$ cat src/rtl/bist_rd_pipe.sv
// RD_LAT-deep shift pipeline carrying {valid, idx} compare tokens so each
// token emerges in the cycle its FIFO read data is valid.
module bist_rd_pipe #(
   parameter int RD_LAT = 1,
   parameter int IDX_W  = 10
) (
   input  logic             CLK,
   input  logic             RST,
   input  logic             CLR,
   input  logic             IN_VLD,
   input  logic [IDX_W-1:0] IN_IDX,
   output logic             OUT_VLD,
   output logic [IDX_W-1:0] OUT_IDX
);

   logic [RD_LAT-1:0] vld_q;
   logic [IDX_W-1:0]  idx_q [RD_LAT];

   always_ff @(posedge CLK or negedge RST) begin
      if (!RST) begin
         vld_q <= '0;
         for (int i = 0; i < RD_LAT; i++) idx_q[i] <= '0;
      end else if (CLR) begin
         vld_q <= '0;
         for (int i = 0; i < RD_LAT; i++) idx_q[i] <= '0;
      end else begin
         vld_q[0] <= IN_VLD;
         idx_q[0] <= IN_IDX;
         for (int i = 1; i < RD_LAT; i++) begin
            vld_q[i] <= vld_q[i-1];
            idx_q[i] <= idx_q[i-1];
         end
      end
   end

   assign OUT_VLD = vld_q[RD_LAT-1];
   assign OUT_IDX = idx_q[RD_LAT-1];

endmodule

$ cat config.mk
export PLATFORM = sky130hd
export DESIGN_NAME = bist_rd_pipe
export DESIGN_NICKNAME = d
export VERILOG_FILES = /design/src/rtl/bist_rd_pipe.sv
export SDC_FILE = /design/constraint.sdc
export NUM_CORES = 1
export LEC_CHECK = 0
export ABC_AREA = 1
export BUFFER_PORTS_ARGS = -buffer_cell sky130_fd_sc_hd__buf_2
export CAP_MARGIN = 15
export CELL_PAD_IN_SITES_DETAIL_PLACEMENT = 0
export CELL_PAD_IN_SITES_GLOBAL_PLACEMENT = 1
export CORE_MARGIN = 1
export CORE_UTILIZATION = 26
export CTS_BUF_LIST = sky130_fd_sc_hd__clkbuf_8 sky130_fd_sc_hd__clkbuf_16
export DETAILED_ROUTE_END_ITERATION = 10
export GPL_TIMING_DRIVEN = 0
export PLACE_DENSITY_LB_ADDON = 0.1
export SLEW_MARGIN = 20
export SYNTH_ARGS = -nofsm -noshare
export SYNTH_HDL_FRONTEND = slang
export SYNTH_SLANG_ARGS = --single-unit
export TNS_END_PERCENT = 20
$ cat constraint.sdc
create_clock -name CLK -period 0.8 [get_ports CLK]
set_clock_uncertainty 0.05 [all_clocks]
set_input_delay 0.08 -clock CLK [delete_from_list [all_inputs] [get_ports CLK]]
set_output_delay 0.08 -clock CLK [all_outputs]
set_load 0.1 [all_outputs]
==> impl_metrics.json <==
{
  "cp_slowest_cell": "dfrtp_2",
  "clkPwrFrac_pct": 33.5,
  "drive_gt1_share_pct": 40.54,
  "route.detailed.drc": 0,
  "numClockSinks": 11,
  "setup_tns_ns": -1.329,
  "pwr-share-seq_pct": 39.1,
  "powerDensity_nw_per_um2": 1949,
  "portBuffers": 24,
  "grt_usage_pct": 11.11,
  "finalSetupViolCount": 11,
  "tightest_slew_ns": 0.2357,
  "fin_util_pct": 60.40,
  "cpPeakStageDelay_ns": 0.41,
  "die_x_um": 39.68,
  "fin_ws_ns": -0.1367,
  "cpLargestDelayFamily": "flip-flops",
  "synthTopCellsByCount": "11 x dfrtp_1, 11 x inv_1, 11 x nor2_1",
  "ir_worst_vdd_mv": 0.8591,
  "grt_remaining_overflow": 0,
  "relSlewSlack_pct": 84.29,
  "dieArea_um2": 1574,
  "layout_min_cycle_time_ns": 0.9367,
  "switching_share_pct": 30.42,
  "cts_setup_buffers": 0,
  "first_pass_iters": 4,
  "critPathRequiredTime_ns": 0.67,
  "syn_inst": 34,
  "ys.flop_type": "dfrtp_1",
  "finalHoldViolCount": 0,
  "period_share_pct": 117.1,
  "max_freq_mhz": 1068,
  "worstPathArrival_ns": 0.81,
  "synth_top_area_share_pct": 74.58,
  "start_util_pct": 28.02,
  "htree_levels": 1,
  "p_sw_w": 0.0004718,
  "synth_nets": 48,
  "end_kind": "output pin",
  "dieHeight_um": 39.68,
  "fin_nets": 89,
  "crit_path_cell_trace": "buf_12",
  "drtAntennaViolNets": 0,
  "grt_pass1_vias": 287,
  "violations": "setup timing",
  "synth_cell_types": 4,
  "status": "complete, but fails checks",
  "num_antenna_cells": 0,
  "avgViaCountPerCell": 3.640,
  "synth_edf_count": 0,
  "clockBufferDepth": 2,
  "power_frac_comb_pct": 27.4,
  "hold_class": "in2reg",
  "crit_type": "reg2out",
  "crit_buf_inv": 1,
  "yosysSeqAreaShare_pct": 74.58,
  "fillCellCount": 104,
  "root_buffer": "clkbuf_8",
  "clk_pin_slew_ns": 0.05,
  "core_um2": 1318,
  "gp_congestion": 0.5778,
  "synthToLayoutAreaGrowth_pct": 115.6,
  "yosysWarnings": 0,
  "synth.area.top_cells": "dfrtp_1 75%, inv_1 11%, nor2_1 11%",
  "route.detailed.wl_per_inst_um": 7.719,
  "antenna_found_initial": 0,
  "yosys.area.top_type": "dfrtp_1",
  "p_int_w": 0.001079,
  "worst-path-max-fanout": 1,
  "drt_iter0_drc": 1,
  "cts_tree": "built",
  "netlist_area_um2": 369.1,
  "grt_pass1_wl_um": 1083,
  "drv_slew": 0,
  "rsz0062_at_grt": "true",
  "grt_max_degree": 12,
  "p_leak_nw": 0.4369,
  "critPathLaunchType": "flip-flop",
  "ys_ff_latch": 11,
  "pre_cts_slack_ns": -0.06194,
  "total_power_w": 0.001551,
  "cts_buffers": 3,
  "vias": 324,
  "synth.avg_cell_area_um2": 10.86,
  "maxCapViolCount": 0,
  "hpwl_um": 456.5,
  "rows": 13,
  "finalWirelength_um": 687,
  "async_reset_ff_share_pct": 100.0,
  "io_pins": 25
}
==> cell type report <==
class                   instances  area, µm²  area share (%)
plain buffers                   1      11.26           1.415
flip-flops and latches         11      277.8           34.91
repair buffers                 36      360.3           45.28
clock inverters                 1      3.754          0.4717
multi-input cells              11      41.29           5.189
inverters                      11      41.29           5.189
clock buffers                   3      41.29           5.189
well taps                      15      18.77           2.358
==> worst paths after layout <==
check / endpoint / startpoint / cells after the start
min in group asynchronous: OUT_IDX[3]$_DFF_PN0_ / RST / 2
max in group asynchronous: OUT_IDX[0]$_DFF_PN0_ / RST / 2
worst max-delay path: OUT_IDX[0] / OUT_IDX[0]$_DFF_PN0_ / 1
worst min-delay path: OUT_IDX[3]$_DFF_PN0_ / IN_IDX[3] / 3
==> power by group through the flow <==
stage / Clock, W / Combinational [W] / Sequential, W
after floorplan: 0 / 0.0000309 / 0.000815
after global placement: 0 / 0.000320 / 0.000601
after detailed placement: 0 / 0.000321 / 0.000602
after CTS: 0.000540 / 0.000417 / 0.000605
after global routing: 0.000570 / 0.000447 / 0.000608
final: 0.000519 / 0.000425 / 0.000607
==> placed cells by master (no fill, tap or decap) <==
cell type / count
dfrtp_2: 2
dlygate4sd3_1: 12
buf_2: 13
buf_8: 9
clkbuf_8: 3
buf_6: 1
dfrtp_1: 9
buf_12: 2
inv_1: 12
nor2_1: 11
==> logic make-up (layout without fill, tap and decap cells) <==
kind of cell / after synthesis / after routing / synth area share [%]
DFF: 11 / 11 / 74.58
buffers and inverters: 12 / 52 / 14.24
and+or+nand+nor: 11 / 11 / 11.19
==> per-layer routing <==
layer | up-vias | track usage, % | routed length, µm
met2 | 14 | 19.26 | 387
met1 | 140 | 11.03 | 273
li1 | 170 | - | -
met3 | 0 | 5.114 | 26
met5 | - | 0 | 0
met4 | 0 | 5.172 | 0
==> registers in the layout, indices dropped and copies added (netlist names) <==
signal,flops
OUT_VLD,1
OUT_IDX,10
==> through the flow <==
step,hold WS [ns],instance area (µm²),std cells
2_1_floorplan,-0.2656,371.6,34
3_3_place_gp,-0.09169,510.5,73
3_5_place_dp,-0.09148,510.5,73
6_report,0.005073,795.8,89
4_1_cts,0.006093,774.5,89
5_1_grt,0.02481,795.8,89
==> repair_timing <==
action | CTS | global route
pin swaps | 0 | 0
endpoints found under the setup margin | 11 | 11
gates resized for setup | 30 | 5
hold buffers | 12 | 0
endpoints found under the hold margin | 21 | 0
Note: power is estimated with default switching activity, not from simulation.
